File: config.mk
export PLATFORM = sky130hd
export DESIGN_NAME = profile_snapshot_ctrl
export DESIGN_NICKNAME = d
export VERILOG_FILES = /design/src/rtl/profile_snapshot_ctrl.sv
export SDC_FILE = /design/constraint.sdc
export NUM_CORES = 1
export LEC_CHECK = 0
export ABC_AREA = 0
export ABC_CLOCK_PERIOD_IN_PS = 2600
export CAP_MARGIN = 25
export CORE_ASPECT_RATIO = 1.1
export CORE_UTILIZATION = 56
export CTS_CLUSTER_SIZE = 28
export DETAILED_ROUTE_END_ITERATION = 8
export PLACE_DENSITY = 0.85
export SYNTH_ARGS = -nofsm -noshare
export SYNTH_HDL_FRONTEND = slang
export SYNTH_SLANG_ARGS = --single-unit
File: constraint.sdc
create_clock -name clock -period 2.6 [get_ports clock]
set_input_delay 0.39 -clock clock [delete_from_list [all_inputs] [get_ports clock]]
set_output_delay 0.39 -clock clock [all_outputs]
set_load 0.05 [all_outputs]
File: src/rtl/profile_snapshot_ctrl.sv
`default_nettype none
// ============================================================================
//  Module      : profile_snapshot_ctrl
//  Description : Takes an atomic snapshot of four hardware profiling counters
//                through a custom-instruction handshake. One accepted trigger
//                runs this op sequence: freeze all counters, read counters 0..3
//                into local snapshot registers, then resume with a
//                per-snapshot enable mask and an optional clear. A watchdog
//                abandons the sequence when an op waits too long for ciDone.
//  Revision    : 1.0 - initial release
// ----------------------------------------------------------------------------
//  Parameters
//    customId       ciN value driven on every issued op
//    timeoutCycles  max cycles ciStart is held without ciDone (<= 31)
//  Ports
//    clock          rising-edge system clock
//    reset          asynchronous, active-low reset
//    trigger        snapshot request, level-sampled while idle
//    clearOnSnap    clear all four counters on resume (sampled at accept)
//    enableMask     counters to re-enable on resume (sampled at accept)
//    ciStart        custom-instruction start, held until ciDone
//    ciN            custom-instruction id (0 when no op is active)
//    ciValueA       counter select, bits [1:0] used
//    ciValueB       control word: [3:0] enable, [7:4] disable, [11:8] reset
//    ciDone         op complete from the profiling unit
//    ciResult       counter value returned by a read op
//    busy           a snapshot sequence is in progress
//    snapValid      all four snapshot registers hold one complete snapshot
//    timeoutErr     sticky until next accept; last sequence timed out
//    rdSel          snapshot register select
//    rdData         snapshot register rdSel (combinational)
// ============================================================================
module profile_snapshot_ctrl #(
    parameter logic [7:0] customId      = 8'd8,
    parameter int         timeoutCycles = 16
) (
    input  logic        clock,
    input  logic        reset,
    input  logic        trigger,
    input  logic        clearOnSnap,
    input  logic [3:0]  enableMask,
    output logic        ciStart,
    output logic [7:0]  ciN,
    output logic [31:0] ciValueA,
    output logic [31:0] ciValueB,
    input  logic        ciDone,
    input  logic [31:0] ciResult,
    output logic        busy,
    output logic        snapValid,
    output logic        timeoutErr,
    input  logic [1:0]  rdSel,
    output logic [31:0] rdData
);

    typedef enum logic [2:0] {
        ST_IDLE   = 3'd0,
        ST_FREEZE = 3'd1,
        ST_READ0  = 3'd2,
        ST_READ1  = 3'd3,
        ST_READ2  = 3'd4,
        ST_READ3  = 3'd5,
        ST_RESUME = 3'd6,
        ST_GAP    = 3'd7
    } state_t;

    // Control word that disables all four counters.
    localparam logic [11:0] C_CTRL_FREEZE = 12'h0F0;
    localparam logic [4:0]  C_WAIT_LIMIT  = 5'(timeoutCycles);

    // ------------------------------------------------------------------
    // State
    // ------------------------------------------------------------------
    state_t      state_q,       state_d;
    state_t      ret_state_q,   ret_state_d;    // op to issue after GAP
    logic        busy_q,        busy_d;
    logic        snap_valid_q,  snap_valid_d;
    logic        timeout_err_q, timeout_err_d;
    logic [4:0]  wait_q,        wait_d;
    logic [11:0] resume_ctrl_q, resume_ctrl_d;  // resume word, fixed at accept
    logic [31:0] snap_q [4];
    logic [31:0] snap_d [4];

    // Op outputs are registered; they are derived from the next state so
    // that they line up exactly with the state they belong to.
    logic        ci_start_q,    ci_start_d;
    logic [7:0]  ci_n_q,        ci_n_d;
    logic [1:0]  ci_sel_q,      ci_sel_d;
    logic [11:0] ci_ctrl_q,     ci_ctrl_d;

    logic [4:0]  w_wait_inc;

    assign w_wait_inc = wait_q + 5'd1;

    function automatic state_t next_op(input state_t s);
        state_t n;
        case (s)
            ST_FREEZE: n = ST_READ0;
            ST_READ0:  n = ST_READ1;
            ST_READ1:  n = ST_READ2;
            ST_READ2:  n = ST_READ3;
            default:   n = ST_RESUME;
        endcase
        return n;
    endfunction

    function automatic logic is_op(input state_t s);
        return (s != ST_IDLE) && (s != ST_GAP);
    endfunction

    // ------------------------------------------------------------------
    // Sequencer next-state logic
    // ------------------------------------------------------------------
    always_comb begin
        state_d       = state_q;
        ret_state_d   = ret_state_q;
        busy_d        = busy_q;
        snap_valid_d  = snap_valid_q;
        timeout_err_d = timeout_err_q;
        wait_d        = wait_q;
        resume_ctrl_d = resume_ctrl_q;
        for (int i = 0; i < 4; i++) begin
            snap_d[i] = snap_q[i];
        end

        case (state_q)
            ST_IDLE: begin
                if (trigger) begin
                    state_d       = ST_FREEZE;
                    busy_d        = 1'b1;
                    snap_valid_d  = 1'b0;
                    timeout_err_d = 1'b0;
                    wait_d        = 5'd0;
                    resume_ctrl_d = {(clearOnSnap ? 4'hF : 4'h0), 4'h0, enableMask};
                end
            end

            ST_GAP: begin
                state_d = ret_state_q;
                wait_d  = 5'd0;
            end

            // All op states: hold the op until ciDone or the watchdog fires.
            default: begin
                if (ciDone) begin
                    wait_d = 5'd0;
                    case (state_q)
                        ST_READ0: snap_d[0] = ciResult;
                        ST_READ1: snap_d[1] = ciResult;
                        ST_READ2: snap_d[2] = ciResult;
                        ST_READ3: snap_d[3] = ciResult;
                        default:  ;
                    endcase
                    if (state_q == ST_RESUME) begin
                        state_d      = ST_IDLE;
                        busy_d       = 1'b0;
                        snap_valid_d = 1'b1;
                    end else begin
                        state_d     = ST_GAP;
                        ret_state_d = next_op(state_q);
                    end
                end else if (w_wait_inc == C_WAIT_LIMIT) begin
                    // Abandon without resuming: counters stay frozen and the
                    // registers captured so far keep their new values.
                    state_d       = ST_IDLE;
                    busy_d        = 1'b0;
                    snap_valid_d  = 1'b0;
                    timeout_err_d = 1'b1;
                    wait_d        = 5'd0;
                end else begin
                    wait_d = w_wait_inc;
                end
            end
        endcase
    end

    // ------------------------------------------------------------------
    // Op output decode for the state being entered
    // ------------------------------------------------------------------
    always_comb begin
        ci_start_d = 1'b0;
        ci_n_d     = 8'd0;
        ci_sel_d   = 2'd0;
        ci_ctrl_d  = 12'd0;

        if (is_op(state_d)) begin
            ci_start_d = 1'b1;
            ci_n_d     = customId;
        end

        case (state_d)
            ST_FREEZE: ci_ctrl_d = C_CTRL_FREEZE;
            ST_READ0:  ci_sel_d  = 2'd0;
            ST_READ1:  ci_sel_d  = 2'd1;
            ST_READ2:  ci_sel_d  = 2'd2;
            ST_READ3:  ci_sel_d  = 2'd3;
            ST_RESUME: ci_ctrl_d = resume_ctrl_d;
            default:   ;
        endcase
    end

    // ------------------------------------------------------------------
    // Registers
    // ------------------------------------------------------------------
    always_ff @(posedge clock or negedge reset) begin
        if (!reset) begin
            state_q       <= ST_IDLE;
            ret_state_q   <= ST_IDLE;
            busy_q        <= 1'b0;
            snap_valid_q  <= 1'b0;
            timeout_err_q <= 1'b0;
            wait_q        <= 5'd0;
            resume_ctrl_q <= 12'd0;
            ci_start_q    <= 1'b0;
            ci_n_q        <= 8'd0;
            ci_sel_q      <= 2'd0;
            ci_ctrl_q     <= 12'd0;
            for (int i = 0; i < 4; i++) begin
                snap_q[i] <= 32'd0;
            end
        end else begin
            state_q       <= state_d;
            ret_state_q   <= ret_state_d;
            busy_q        <= busy_d;
            snap_valid_q  <= snap_valid_d;
            timeout_err_q <= timeout_err_d;
            wait_q        <= wait_d;
            resume_ctrl_q <= resume_ctrl_d;
            ci_start_q    <= ci_start_d;
            ci_n_q        <= ci_n_d;
            ci_sel_q      <= ci_sel_d;
            ci_ctrl_q     <= ci_ctrl_d;
            for (int i = 0; i < 4; i++) begin
                snap_q[i] <= snap_d[i];
            end
        end
    end

    // ------------------------------------------------------------------
    // Outputs
    // ------------------------------------------------------------------
    assign ciStart    = ci_start_q;
    assign ciN        = ci_n_q;
    assign ciValueA   = {30'd0, ci_sel_q};
    assign ciValueB   = {20'd0, ci_ctrl_q};
    assign busy       = busy_q;
    assign snapValid  = snap_valid_q;
    assign timeoutErr = timeout_err_q;
    assign rdData     = snap_q[rdSel];

endmodule
`default_nettype wire
After elaboration in Yosys (flattened, before gate mapping)

Cells that the tools add are included.
W data, S select, Z words.

Word-level logic and storage cells: 83
Output and inout port bits: 108
Register bits after elaboration: 177
Input port bits: 43

Multiplexer cells: 32
Reduce and logical (&&, ||, !) cells: 13
Bitwise logic cells: 4
Equal/unequal tests: 17
$add $sub $neg: 1
Magnitude comparators: 1

Operators by type and width:

| cell                  | number |
|---|---|
| $bmux W32 S2          | 1 |
| $mux W32              | 2 |
| $mux W12              | 2 |
| $pmux W12 S2          | 1 |
| $eq A3 B3 Y1 const B  | 7 |
| $mux W5               | 3 |
| $reduce_and A3 Y1     | 5 |
| $mux W3               | 4 |
| $pmux W3 S4           | 1 |
| $mux W1               | 10 |
| $pmux W5 S2           | 1 |
| $eq A3 B2 Y1 const B  | 3 |
| $mux W4               | 2 |
| $reduce_and A4 Y1     | 2 |
| $eq A3 B1 Y1 const B  | 2 |
| $pmux W1 S2           | 3 |
| $pmux W2 S3           | 1 |
| $pmux W3 S2           | 1 |
| $reduce_bool A3 Y1    | 2 |
| $add A5 B1 Y5 const B | 1 |
| $eq A5 B5 Y1 const B  | 1 |
| $ge A3 B3 Y1 const B  | 1 |
| $logic_not A3 Y1      | 1 |
| $ne A3 B1 Y1 const B  | 1 |
| 8 further kinds       | 10 |

Depth between registers and ports, before layout

Gate-level depths: netlist (run 1).

Word-level depth: 8
Gate-level depth with buffers: 9
Gate-level depth less buffers: 8

Least setup slack after synthesis (run 1)

No wires, ideal clock.

Path type: input port to output port
Start: input port rdSel[0]
End: output port rdData[10]
Buffers on the path: 2
Required time: 2210 ps
Data arrival time: 1602 ps
Slack: 608 ps
Cell stages on the path: 3
Cells stage by stage: clkbuf_1 -> buf_2 -> mux4_2

Cells in the longest elaborated chain, start to end: 4

Ends and longest elaborated chain:

| element                                      | RTL line | RTL |
|---|---|---|
| start, declared                              | 51       | `input logic [1:0] rdSel,` |
| $not A2 Y3 (implied by the code)             | 248      | `assign rdData = snap_q[rdSel];` |
| $bmux W32 S2                                 | 248      |  |
| $mux W32 (implied by the code) (2 in series) | 248      |  |
| end, declared                                | 52       | `output logic [31:0] rdData` |

Every way passes these cells. The select of a mux whose other input is x is not followed.

Worst setup path in the final report (run 1)

Start: input port ciDone
End: register ci_ctrl_q[5]

Cells in the longest elaborated chain, start to end: 4
Elaborated cells on any way between the ends: 5
Those cells by class: 2 x eq/ne; 3 x mux

Ends and longest elaborated chain:

| element                                             | RTL line | RTL |
|---|---|---|
| start, declared                                     | 46       | `input logic ciDone,` |
| $mux W3 (*)                                         | 144      | `if (ciDone) begin` |
| $pmux W3 S2 (*)                                     | 125      | `case (state_q)` |
| named net state_d[2]                                | 73       | `state_t state_q, state_d;` |
| $eq A3 B3 Y1 / $eq A3 B1 Y1 (equally long branches) | 190      | `case (state_d)` |
| $pmux W12 S2 (*)                                    | 190      |  |
| named net ci_ctrl_d[5]                              | 88       | `logic [11:0] ci_ctrl_q, ci_ctrl_d;` |
| end signal, assigned                                | 231      | `ci_ctrl_q <= ci_ctrl_d;` |
| end, declared                                       | 88       |  |

The timed path passes the listed nets; every way through them passes the cells marked *.
A chain may end at the register's enable or synchronous reset.

==> metrics.log, run 1 <==
[metrics] antenna cells: 0
[metrics] largest cells by area after synthesis: dfrtp_1 (54%), mux2_2 (18%), mux4_2 (9.2%), buf_4 (5.7%), nand2_1 (1.2%)
[metrics] endpoint arrival time on the critical path: 2.51 ns
[metrics] Bufs on Longest Clock Path: 2
[metrics] number of flops mapped to enable cells by yosys: 0
[metrics] number of placement rows: 44
[metrics] final period utilization: 83.1%
[metrics] DRC viols: 0
[metrics] DP Worst Slack: 0.0427 ns
[metrics] vias post-DR: 4629
[metrics] first-pass iteration count of the detailed router: 4
[metrics] number of levels in the clock H-tree: 4
[metrics] placed wire-length estimate after detailed placement: 10200 um
[metrics] post-synthesis cell count: 547
[metrics] CP endpoint kind: flip-flop
[metrics] setup_tns: 0 ns
[metrics] pin count of the biggest net entering global routing: 74
[metrics] routability congestion estimate from global placement: 0.795
[metrics] actual transition at the worst max-transition pin: 0.553 ns
[metrics] WS Path Type: in2reg
[metrics] CTS tree: done
[metrics] leakage power summed over all cells: 4.26 nW
[metrics] biggest fanout along the worst timing path: 16
[metrics] total CTS buffers: 17
[metrics] Fill cells: 866
[metrics] detailed router's first-iteration violation count: 208
[metrics] Syn Std Cell Area: 7820 um2
[metrics] relative contribution of combinational cells to total power: 42.7%
[metrics] class of the most critical hold timing path: reg2reg
[metrics] # Max-Cap Violations: 0
[metrics] number of distinct library cells after synthesis: 55
[metrics] Async SR Flop Fraction: 100%
[metrics] core area: 13400 um2
[metrics] largest voltage drop on the vdd net: 0.806 mV
[metrics] worst hold stages: 2
[metrics] DR WL/cell: 18.3 um
[metrics] critical path startpoint category: input port
[metrics] final antenna-violating net count: 0
[metrics] Highest Clock Rate: 463 MHz
[metrics] Syn-to-layout area delta: 21.7%
[metrics] final critical-path setup slack: 0.440 ns
[metrics] final count of pins violating max slew: 0
[metrics] Sequential Power Share: 35.6%
[metrics] count of boundary I/O pins: 151
[metrics] initial antenna violation count: 0
[metrics] skew final: 0.00649 ns
[metrics] clock insertion delay at the later pin of the skew report: 0.42 ns
[metrics] vertical extent of the die: 126 um
[metrics] number of warning messages in the yosys log: 0
[metrics] IO buf count: 93
[metrics] vias in the first global route: 5028
[metrics] RSZ-0062 raised after global routing: false
[metrics] layout cell share with drive strength beyond 1: 42.0%
[metrics] top cell type by total area after synthesis: dfrtp_1
[metrics] share of the yosys chip area belonging to registers: 54.1%
[metrics] part of the power in the clock network: 21.6%
[metrics] required time of the critical path: 2.95 ns
[metrics] area enclosed by the die boundary: 14400 um2
[metrics] Synth Register Bits: 169
[metrics] starting utilization of the core area: 58.2%
[metrics] number of failing setup endpoints in the final timing report: 0
[metrics] Post-Route Utilization: 70.9%
[metrics] worst-case reg-to-reg path depth: 6
[metrics] via-per-instance ratio: 5.49
[metrics] result of the run: complete, no violations
[metrics] first-pass GRT wire length: 25900 um
[metrics] switching pwr: 4.69 mW
[metrics] Cell Pwr Density: 1340 nW/um2
[metrics] Clk pin slew, worst setup/hold paths: 0.06 ns
[metrics] clock tree root driver cell: clkbuf_16
[metrics] Die Wd: 115 um
[metrics] worst slack on hold paths: 0.491 ns
[metrics] hold buffer count at cts: 1
[metrics] min cycle time layout: 2.16 ns
[metrics] headroom to the max-slew limit: 63.1%
[metrics] Total Routed Length: 15400 um
[metrics] Post-synth top flop: dfrtp_1
[metrics] setup fix buffers added after clock tree synthesis: 0
[metrics] overflow left after global routing: 0
[metrics] number of hold violations in the final report: 0
[metrics] PostCTS Resize Cnt: 0
[metrics] Power Internal: 8.10 mW
[metrics] switching part of the total power: 36.7%
[metrics] Synth Area per Inst: 14.3 um2
[metrics] # nets final: 690
[metrics] Num Clock Sinks: 169
[metrics] share of Yosys cell area claimed by the top area cell type: 54.1%
[metrics] GRT Util Overall: 23.8%
metrics by stage:
step	total power [mW]	area (um2)	std cells
4_1_cts	12.9	9520	843
3_3_place_gp	9.72	8850	810
2_1_floorplan	8.39	8030	603
3_5_place_dp	10.0	8850	810
5_1_grt	13.4	9520	843
6_report	12.8	9520	843
final cells by class:
cell class,instances,area (um2),share of cell area [%]
Sequential cell,169,4230,44.4
Multi-Input combinational cell,334,3170,33.3
Timing Repair Buffer,111,1180,12.4
Clock buffer,18,439,4.61
Tap cell,184,230,2.42
Clock inverter,14,220,2.31
Inverter,13,48.8,0.513
final timing paths:
check                                             end                       start  slack [ns]
max in group asynchronous      snap_q[68]$_DFFE_PN0P_                       reset        1.33
max                            ci_ctrl_q[5]$_DFF_PN0_                      ciDone        0.44
max reg2reg                    ci_ctrl_q[5]$_DFF_PN0_        state_q[1]$_DFF_PN0_        0.47
min reg2reg                resume_ctrl_q[4]$_DFF_PN0_  resume_ctrl_q[4]$_DFF_PN0_        0.49
min in group asynchronous     snap_q[118]$_DFFE_PN0P_                       reset        0.50
min                        resume_ctrl_q[4]$_DFF_PN0_  resume_ctrl_q[4]$_DFF_PN0_        0.49
power by group through the flow:
stage	logic, mW	clock network (mW)	registers, mW
floorplan	3.75	0	4.65
global placement	5.29	0	4.43
detailed placement	5.45	0	4.58
CTS	5.52	2.81	4.55
global route	5.78	2.92	4.71
finish	5.47	2.77	4.56
cells in the final DEF (no fill, tap or decap), types with 5 or more instances in the layout:
| cell type | netlist | routed |
|---|---|---|
| a21oi_1 | 9 | 9 |
| buf_12 | 0 | 16 |
| buf_4 | 59 | 33 |
| bufinv_16 | 0 | 5 |
| clkbuf_16 | 0 | 17 |
| clkdlybuf4s50_1 | 0 | 58 |
| conb_1 | 1 | 57 |
| dfrtp_1 | 169 | 169 |
| inv_1 | 10 | 10 |
| mux2_2 | 128 | 128 |
| mux4_2 | 32 | 32 |
| nand2_1 | 24 | 24 |
| nor2_1 | 15 | 15 |
| o21ai_0 | 9 | 9 |
registers in the layout (all words and copies together) (netlist names):
signal,cells
timeoutErr,1
busy,1
snap_q,128
ci_sel_q,2
resume_ctrl_q,12
wait_q,5
ci_ctrl_q,12
ciN,1
state_q,3
ret_state_q,3
snapValid,1
logic make-up after synthesis:
kind of cell	Yosys count	share of synthesized area [%]
DFF	169	54.1
and+or+nand+nor	69	4.93
AOI/OAI and AO/OA	42	4.03
other	1	0.0479
muxes	165	28.5
buffers and inverters	100	8.28
adders and majority gates	1	0.160
critical path, stage by stage:
cell and delay, ns:
clkdlybuf4s50_1 0.78, nor2_1 0.18, a311oi_2 0.30, nand4_2 0.19, inv_2 0.13, nand3_2 0.15
buf_4 0.24, o21ai_2 0.14
Yosys cell counts (3+ instances only):
| cell | count |
|---|---|
| inv_1 | 10 |
| dfrtp_1 | 169 |
| nor2_1 | 15 |
| a21oi_2 | 4 |
| nor3_1 | 3 |
| o21ai_0 | 9 |
| buf_2 | 17 |
| or3_1 | 3 |
| clkbuf_1 | 6 |
| a21oi_1 | 9 |
| mux2_2 | 128 |
| o21ai_2 | 4 |
| inv_2 | 3 |
| nand2_1 | 24 |
| buf_4 | 59 |
| mux2_1 | 4 |
| buf_6 | 4 |
| nand2b_1 | 4 |
| mux4_2 | 32 |
metal layers:
layer | global-route usage, % | part of all wire, % | vias up
li1 | - | - | 2038
met1 | 29.8 | 39 | 2420
met2 | 40.7 | 55 | 141
met3 | 4.52 | 4.4 | 30
met4 | 9.85 | 2.4 | 0
met5 | 0 | 0 | -
Note: power is estimated with default switching activity, not from simulation.
==> run 2, diff against run 1 <==
ABC_CLOCK_PERIOD_IN_PS = 2000   (was 2600)
CORE_UTILIZATION = 52   (was 56)
PLACE_DENSITY = 0.8   (was 0.85)
clock period = 2 ns   (was 2.6 ns; I/O delays follow)
==> run 2 against run 1 <==
Sequential cell count stayed put. Global-route usage is 1.5 points lower. Wire length is 3.4% higher. Largest cell class unchanged. Clock-buffer cell count is 2 higher. Largest power group unchanged. Critical path type is now reg2reg. Die area is 7.6% higher. Clock skew is 0.0014 ns higher. Critical endpoint is now ci_ctrl_q[2]$_DFF_PN0_. Cell area is 3.4% higher. Sequential power is 28% higher. Critical path depth is 1 lower. Total power is 33% higher. Final cell count is 3.4% higher.
==> metrics.log, run 2 (synthesis results as in run 1) <==
[metrics] result of the run: complete, no violations (unchanged)
[metrics] Clk pin slew, worst setup/hold paths: 0.06 ns (about the same)
[metrics] Num Clock Sinks: 169 (unchanged)
[metrics] initial antenna violation count: 0 (unchanged)
[metrics] # Max-Cap Violations: 0 (unchanged)
[metrics] Power, Total: 17.0 mW (was 12.8 mW)
[metrics] Syn-to-layout area delta: 25.8% (was 21.7%)
[metrics] Bufs on Longest Clock Path: 2 (unchanged)
[metrics] via-per-instance ratio: 5.34 (was 5.49)
[metrics] endpoint arrival time on the critical path: 2.30 ns (was 2.51 ns)
[metrics] placed wire-length estimate after detailed placement: 10900 um (was 10200 um)
[metrics] final antenna-violating net count: 0 (unchanged)
[metrics] headroom to the max-slew limit: 63.6% (was 63.1%)
[metrics] biggest registers after layout: snap_q (128), ci_ctrl_q (12), resume_ctrl_q (12) (unchanged)
[metrics] final count of pins violating max slew: 0 (unchanged)
[metrics] Die Wd: 119 um (was 115 um)
[metrics] pin count of the biggest net entering global routing: 59 (was 74)
[metrics] WS Path Type: reg2reg (was in2reg)
[metrics] clock insertion delay at the later pin of the skew report: 0.42 ns (about the same)
[metrics] leakage power summed over all cells: 4.42 nW (was 4.26 nW)
[metrics] routability congestion estimate from global placement: 0.917 (was 0.795)
[metrics] min cycle time layout: 1.93 ns
[metrics] setup_tns: 0 ns (unchanged)
[metrics] Post-Route Utilization: 67.6% (was 70.9%)
[metrics] vias in the first global route: 5048 (was 5028)
[metrics] top register by number of flip-flops: snap_q (unchanged)
[metrics] actual transition at the worst max-transition pin: 0.544 ns (was 0.553 ns)
[metrics] number of levels in the clock H-tree: 4 (unchanged)
[metrics] CP endpoint kind: flip-flop (unchanged)
[metrics] class of the most critical hold timing path: in2async (was reg2reg)
[metrics] detailed-routing wirelength on met1: 6390 um (was 5970 um)
[metrics] starting utilization of the core area: 53.7% (was 58.2%)
[metrics] Final Non-Filler Cells: 872 (was 843)
[metrics] most common cell after layout, fill and taps aside: dfrtp_1 (unchanged)
[metrics] overflow left after global routing: 0 (unchanged)
[metrics] critical register-to-register path startpoint: wait_q[4]$_DFFE_PN0N_ (was state_q[1]$_DFF_PN0_)
[metrics] required time of the critical path: 2.37 ns (was 2.95 ns)
[metrics] detailed router's first-iteration violation count: 293 (was 208)
[metrics] number of failing setup endpoints in the final timing report: 0 (unchanged)
[metrics] multi-input logic area: 3200 um2 (was 3170 um2)
[metrics] Fill cells: 992 (was 866)
[metrics] Placed Cells: 836 (was 810)
[metrics] # nets final: 711 (was 690)
[metrics] largest voltage drop on the vdd net: 1.02 mV (was 0.806 mV)
[metrics] layout cell share with drive strength beyond 1: 44.7% (was 42.0%)
[metrics] sequential standard cell area: 4230 um2 (about the same)
[metrics] vias post-DR: 4655 (was 4629)
[metrics] CTS tree: done (unchanged)
[metrics] post-layout instance area: 9840 um2 (was 9520 um2)
[metrics] cell area reported after detailed placement: 9120 um2 (was 8850 um2)
[metrics] IO buf count: 93 (unchanged)
[metrics] highest routed layer: met4 (unchanged)
[metrics] biggest fanout along the worst timing path: 12 (was 16)
[metrics] CP startpoint: wait_q[4]$_DFFE_PN0N_ (was ciDone)
[metrics] DR WL/cell: 18.3 um (about the same)
[metrics] antenna cells: 0 (unchanged)
[metrics] met3 routed wirelength: 656 um (was 677 um)
[metrics] most used cells in the layout excluding fill and tap cells: dfrtp_1 (168), mux2_2 (128), clkdlybuf4s50_1 (58) (was dfrtp_1 (169), mux2_2 (128), clkdlybuf4s50_1 (58))
[metrics] core area: 14600 um2 (was 13400 um2)
[metrics] clock tree root driver cell: clkbuf_16 (unchanged)
[metrics] critical path startpoint category: flip-flop (was input port)
[metrics] count of boundary I/O pins: 151 (unchanged)
[metrics] GRT Util Overall: 22.4% (was 23.8%)
[metrics] final critical-path setup slack: 0.0695 ns (was 0.440 ns)
[metrics] vertical extent of the die: 131 um (was 126 um)
[metrics] DRC viols: 0 (unchanged)
[metrics] Highest Clock Rate: 518 MHz
[metrics] final period utilization: 96.5%
[metrics] first-pass GRT wire length: 26100 um (was 25900 um)
[metrics] skew final: 0.00792 ns (was 0.00649 ns)
[metrics] first-pass iteration count of the detailed router: 4 (unchanged)
[metrics] number of placement rows: 46 (was 44)
[metrics] Total Routed Length: 16000 um (was 15400 um)
[metrics] total CTS buffers: 17 (unchanged)
[metrics] Cell Pwr Density: 1730 nW/um2 (was 1340 nW/um2)
[metrics] DP Worst Slack: -0.158 ns (was 0.0427 ns)
[metrics] area enclosed by the die boundary: 15500 um2 (was 14400 um2)
[metrics] max FFs per register: 128 (unchanged)
[metrics] worst slack on hold paths: 0.407 ns (was 0.491 ns)
[metrics] number of hold violations in the final report: 0 (unchanged)
[metrics] met2 wire length: 8740 um (was 8430 um)
run 2: cell count changes in the layout (fill, tap and decap cells not counted), moves of 2 or more:
cell / before / now
buf_12: 16 / 26
buf_4: 33 / 43
clkbuf_8: 1 / 3
clkinv_2: 2 / 4
clkinv_4: 4 / 2
inv_6: 2 / 0
run 2: repair_timing:
action / 4_1_cts / 5_1_grt
hold buffers: 1 / 0
hold endpoints to repair: 54 / 0
buffers inserted: 0 / 3
gates resized for setup: 0 / 8
setup endpoints to repair: 0 / 12
run 2: power by group:
part,leakage [nW],switching (mW),internal [mW]
Sequential,2.07,0.821,5.03
Clock,0.326,1.30,2.31
Combinational,2.02,3.98,3.59
run 2: metal layers:
layer  global-route usage (%)  up-vias
li1                         -     2064
met1                     26.4     2450
met2                     40.9      124
met3                     5.60       17
met4                     6.25        0
met5                        0        -
run 2: final timing paths:
| path | slack [ns] | cells past startpoint | to |
|---|---|---|---|
| min in group clock | 0.49 | 1 | snap_q[6]$_DFFE_PN0P_ |
| max in group asynchronous | 0.92 | 3 | snap_q[124]$_DFFE_PN0P_ |
| setup reg to reg | 0.07 | 7 | ci_ctrl_q[2]$_DFF_PN0_ |
| hold reg to reg | 0.49 | 1 | snap_q[6]$_DFFE_PN0P_ |
| hold / removal | 0.41 | 2 | snap_q[57]$_DFFE_PN0P_ |
| setup / recovery | 0.07 | 7 | ci_ctrl_q[2]$_DFF_PN0_ |
run 2: cell type report:
cell class	count	share of cell area, %
multi-input combinational	334	32.5
inverter	13	0.496
clock inverter	12	1.98
timing repair buffer	132	14.9
tap	192	2.44
clock buffer	20	4.74
sequential	169	43.0
run 2: worst max-delay path, cell delays in order (launching register included):
cell and delay, ns:
dfrtp_1 0.42, nand2b_1 0.20, mux2i_4 0.32, nand2_4 0.10, a221oi_4 0.32, nand3_2 0.14
buf_12 0.17, and2b_2 0.20
==> run 3, diff against run 2 <==
SETUP_SLACK_MARGIN = 0.2   (was not set)
==> run 3 against run 2 <==
Largest power group unchanged. Sequential share of layout area is 1.5 points lower. Via count is 3.5% higher. Core utilization is 2.5 points higher. Register-to-register slack worse by 0.12 ns. Cell area is 3.6% higher. The run now ends with negative setup slack left. Hold slack worse by 0.00074 ns. Final cell count is 2.5% higher. Wire length is 5.2% higher. Fmax is 5.6% lower. Total power is 5.0% higher. Largest cell class unchanged. First-iteration DRC count is 5.5% higher.
==> metrics.log, run 3 (synthesis results as in run 1) <==
[metrics] result of the run: finished, violations left (was complete, no violations)
[metrics] headroom to the max-slew limit: 63.7% (was 63.6%)
[metrics] critical register-to-register path startpoint: state_q[1]$_DFF_PN0_ (was wait_q[4]$_DFFE_PN0N_)
[metrics] setup_tns: -0.248 ns (was 0 ns)
[metrics] vias in the first global route: 5140 (was 5048)
[metrics] DR WL/cell: 18.8 um (was 18.3 um)
[metrics] met3 routed wirelength: 742 um (was 656 um)
[metrics] final antenna-violating net count: 0 (unchanged)
[metrics] biggest fanout along the worst timing path: 17 (was 12)
[metrics] CP startpoint: state_q[1]$_DFF_PN0_ (was wait_q[4]$_DFFE_PN0N_)
[metrics] antenna cells: 0 (unchanged)
[metrics] internal reg-to-reg setup slack: -0.05 ns (was 0.07 ns)
[metrics] Clk pin slew, worst setup/hold paths: 0.06 ns (about the same)
[metrics] sequential standard cell area: 4230 um2 (about the same)
[metrics] clock insertion delay at the later pin of the skew report: 0.43 ns (was 0.42 ns)
[metrics] worst slack on hold paths: 0.406 ns (was 0.407 ns)
[metrics] violations in the final reports: negative setup slack
[metrics] count of boundary I/O pins: 151 (unchanged)
[metrics] clock tree root driver cell: clkbuf_16 (unchanged)
[metrics] CTS tree: done (unchanged)
[metrics] first-pass GRT wire length: 26500 um (was 26100 um)
[metrics] top register by number of flip-flops: snap_q (unchanged)
[metrics] Cell Pwr Density: 1750 nW/um2 (was 1730 nW/um2)
[metrics] Total Routed Length: 16800 um (was 16000 um)
[metrics] # Max-Cap Violations: 0 (unchanged)
[metrics] final period utilization: 102% (was 96.5%)
[metrics] first-pass iteration count of the detailed router: 4 (unchanged)
[metrics] number of levels in the clock H-tree: 4 (unchanged)
[metrics] vertical extent of the die: 131 um (unchanged)
[metrics] area enclosed by the die boundary: 15500 um2 (unchanged)
[metrics] number of hold violations in the final report: 0 (unchanged)
[metrics] detailed-routing wirelength on met1: 6620 um (was 6390 um)
[metrics] critical path startpoint category: flip-flop (unchanged)
[metrics] Die Wd: 119 um (unchanged)
[metrics] Highest Clock Rate: 489 MHz (was 518 MHz)
[metrics] largest voltage drop on the vdd net: 1.02 mV (about the same)
[metrics] Post-Route Utilization: 70.1% (was 67.6%)
[metrics] core area: 14600 um2 (unchanged)
[metrics] series of cell instances along the critical path: buf_12 -> o21ai_0 -> a21boi_1 -> a221oi_4 -> buf_4 -> buf_6 -> or3_4 -> o21ai_2 (was nand2b_1 -> mux2i_4 -> nand2_4 -> a221oi_4 -> nand3_2 -> buf_12 -> and2b_2)
[metrics] DRC viols: 0 (unchanged)
[metrics] multi-input logic area: 3250 um2 (was 3200 um2)
[metrics] layout cell share with drive strength beyond 1: 47.4% (was 44.7%)
[metrics] initial antenna violation count: 0 (unchanged)
[metrics] required time of the critical path: 2.35 ns (was 2.37 ns)
[metrics] leakage power summed over all cells: 4.67 nW (was 4.42 nW)
[metrics] Syn-to-layout area delta: 30.4% (was 25.8%)
[metrics] worst-case reg-to-reg path depth: 8 (was 7)
[metrics] via-per-instance ratio: 5.39 (was 5.34)
[metrics] skew final: 0.00762 ns (was 0.00792 ns)
[metrics] vias post-DR: 4817 (was 4655)
[metrics] RSZ-0062 raised after global routing: true
[metrics] CP max-delay cell: or3_4 (was dfrtp_1)
[metrics] routability congestion estimate from global placement: 0.917 (unchanged)
[metrics] endpoint arrival time on the critical path: 2.40 ns (was 2.30 ns)
[metrics] Fill cells: 944 (was 992)
[metrics] IO buf count: 93 (unchanged)
[metrics] overflow left after global routing: 0 (unchanged)
[metrics] endpoint of the lowest-slack register-to-register path: ci_ctrl_q[7]$_DFF_PN0_ (was ci_ctrl_q[2]$_DFF_PN0_)
[metrics] class of the most critical hold timing path: in2async (unchanged)
[metrics] detailed router's first-iteration violation count: 309 (was 293)
[metrics] met2 wire length: 9130 um (was 8740 um)
[metrics] starting utilization of the core area: 53.7% (unchanged)
[metrics] most used cells in the layout excluding fill and tap cells: dfrtp_1 (165), mux2_2 (128), conb_1 (57) (was dfrtp_1 (168), mux2_2 (128), clkdlybuf4s50_1 (58))
[metrics] Num Clock Sinks: 169 (unchanged)
[metrics] # nets final: 733 (was 711)
[metrics] pin count of the biggest net entering global routing: 59 (unchanged)
[metrics] GRT Util Overall: 22.7% (was 22.4%)
[metrics] final count of pins violating max slew: 0 (unchanged)
[metrics] number of failing setup endpoints in the final timing report: 6 (was 0)
[metrics] placed wire-length estimate after detailed placement: 10900 um (unchanged)
[metrics] biggest registers after layout: snap_q (128), ci_ctrl_q (12), resume_ctrl_q (12) (unchanged)
[metrics] CP endpoint kind: flip-flop (unchanged)
[metrics] Power, Total: 17.9 mW (was 17.0 mW)
[metrics] final critical-path setup slack: -0.0456 ns (was 0.0695 ns)
[metrics] Bufs on Longest Clock Path: 2 (unchanged)
[metrics] WS Path Type: reg2reg (unchanged)
[metrics] highest routed layer: met4 (unchanged)
[metrics] actual transition at the worst max-transition pin: 0.544 ns (about the same)
[metrics] most common cell after layout, fill and taps aside: dfrtp_1 (unchanged)
[metrics] total CTS buffers: 17 (unchanged)
[metrics] max FFs per register: 128 (unchanged)
[metrics] number of placement rows: 46 (unchanged)
[metrics] delay of the slowest cell on the worst path: 0.42 ns (about the same)
[metrics] min cycle time layout: 2.05 ns (was 1.93 ns)
[run 3: cell types whose count changed in the layout (fill, tap and decap cells not counted), moves of 3 or more]
cell,before,now
clkdlybuf4s50_1,58,39
buf_8,0,8
dfrtp_1,168,165
buf_4,43,38
dfrtp_2,1,4
buf_6,2,18
dlygate4sd2_1,0,19
[run 3: area by class of cell]
type | count | area share, %
clock inverter | 12 | 1.91
sequential | 169 | 41.5
tap | 192 | 2.35
inverter | 13 | 0.478
timing repair buffer | 154 | 17.4
clock buffer | 20 | 4.58
multi-input combinational | 334 | 31.8
[run 3: what timing repair did]
action | CTS | global route
hold buffers | 1 | 0
endpoints found under the setup margin | 49 | 65
pin swaps | 5 | 3
buffers inserted | 9 | 15
hold endpoints to repair | 54 | 0
gates cloned | 0 | 1
resized for setup | 35 | 37
[run 3: through the flow]
stage | std cells | instance area [um2] | worst slack [ns]
after global placement | 836 | 9120 | -0.0640
after floorplan | 603 | 8030 | 0.188
after global routing | 894 | 10200 | -0.0984
after detailed placement | 836 | 9120 | -0.158
final | 894 | 10200 | -0.0456
after CTS | 878 | 9900 | 0.130
[run 3: power by group]
group,internal (mW),switching (mW)
clock,2.31,1.31
sequential,5.03,0.813
combinational,4.10,4.32
total,11.4,6.44
[run 3: worst max path at each step]
stage / cells after the start / endpoint
floorplan: 3 / rdData[10]
global placement: 9 / ci_ctrl_q[3]$_DFF_PN0_
CTS: 7 / ci_ctrl_q[2]$_DFF_PN0_
global route: 7 / ci_ctrl_q[3]$_DFF_PN0_
detailed placement: 9 / ci_ctrl_q[2]$_DFF_PN0_
finish: 8 / ci_ctrl_q[7]$_DFF_PN0_
[run 3: critical path, delay by kind of cell (launching register included)]
kind / cells / cell delay, ns
AO/OA/AOI/OAI: 4 / 0.67
AND/OR/NAND/NOR: 1 / 0.42
buffers and inverters: 3 / 0.45
flip-flops: 1 / 0.41
[run 3: routing by layer]
| layer | up-vias | GRT usage (%) |
|---|---|---|
| li1 | 2115 | - |
| met1 | 2501 | 26.6 |
| met2 | 167 | 41.9 |
| met3 | 34 | 4.43 |
| met4 | 0 | 8.64 |
| met5 | - | 0 |
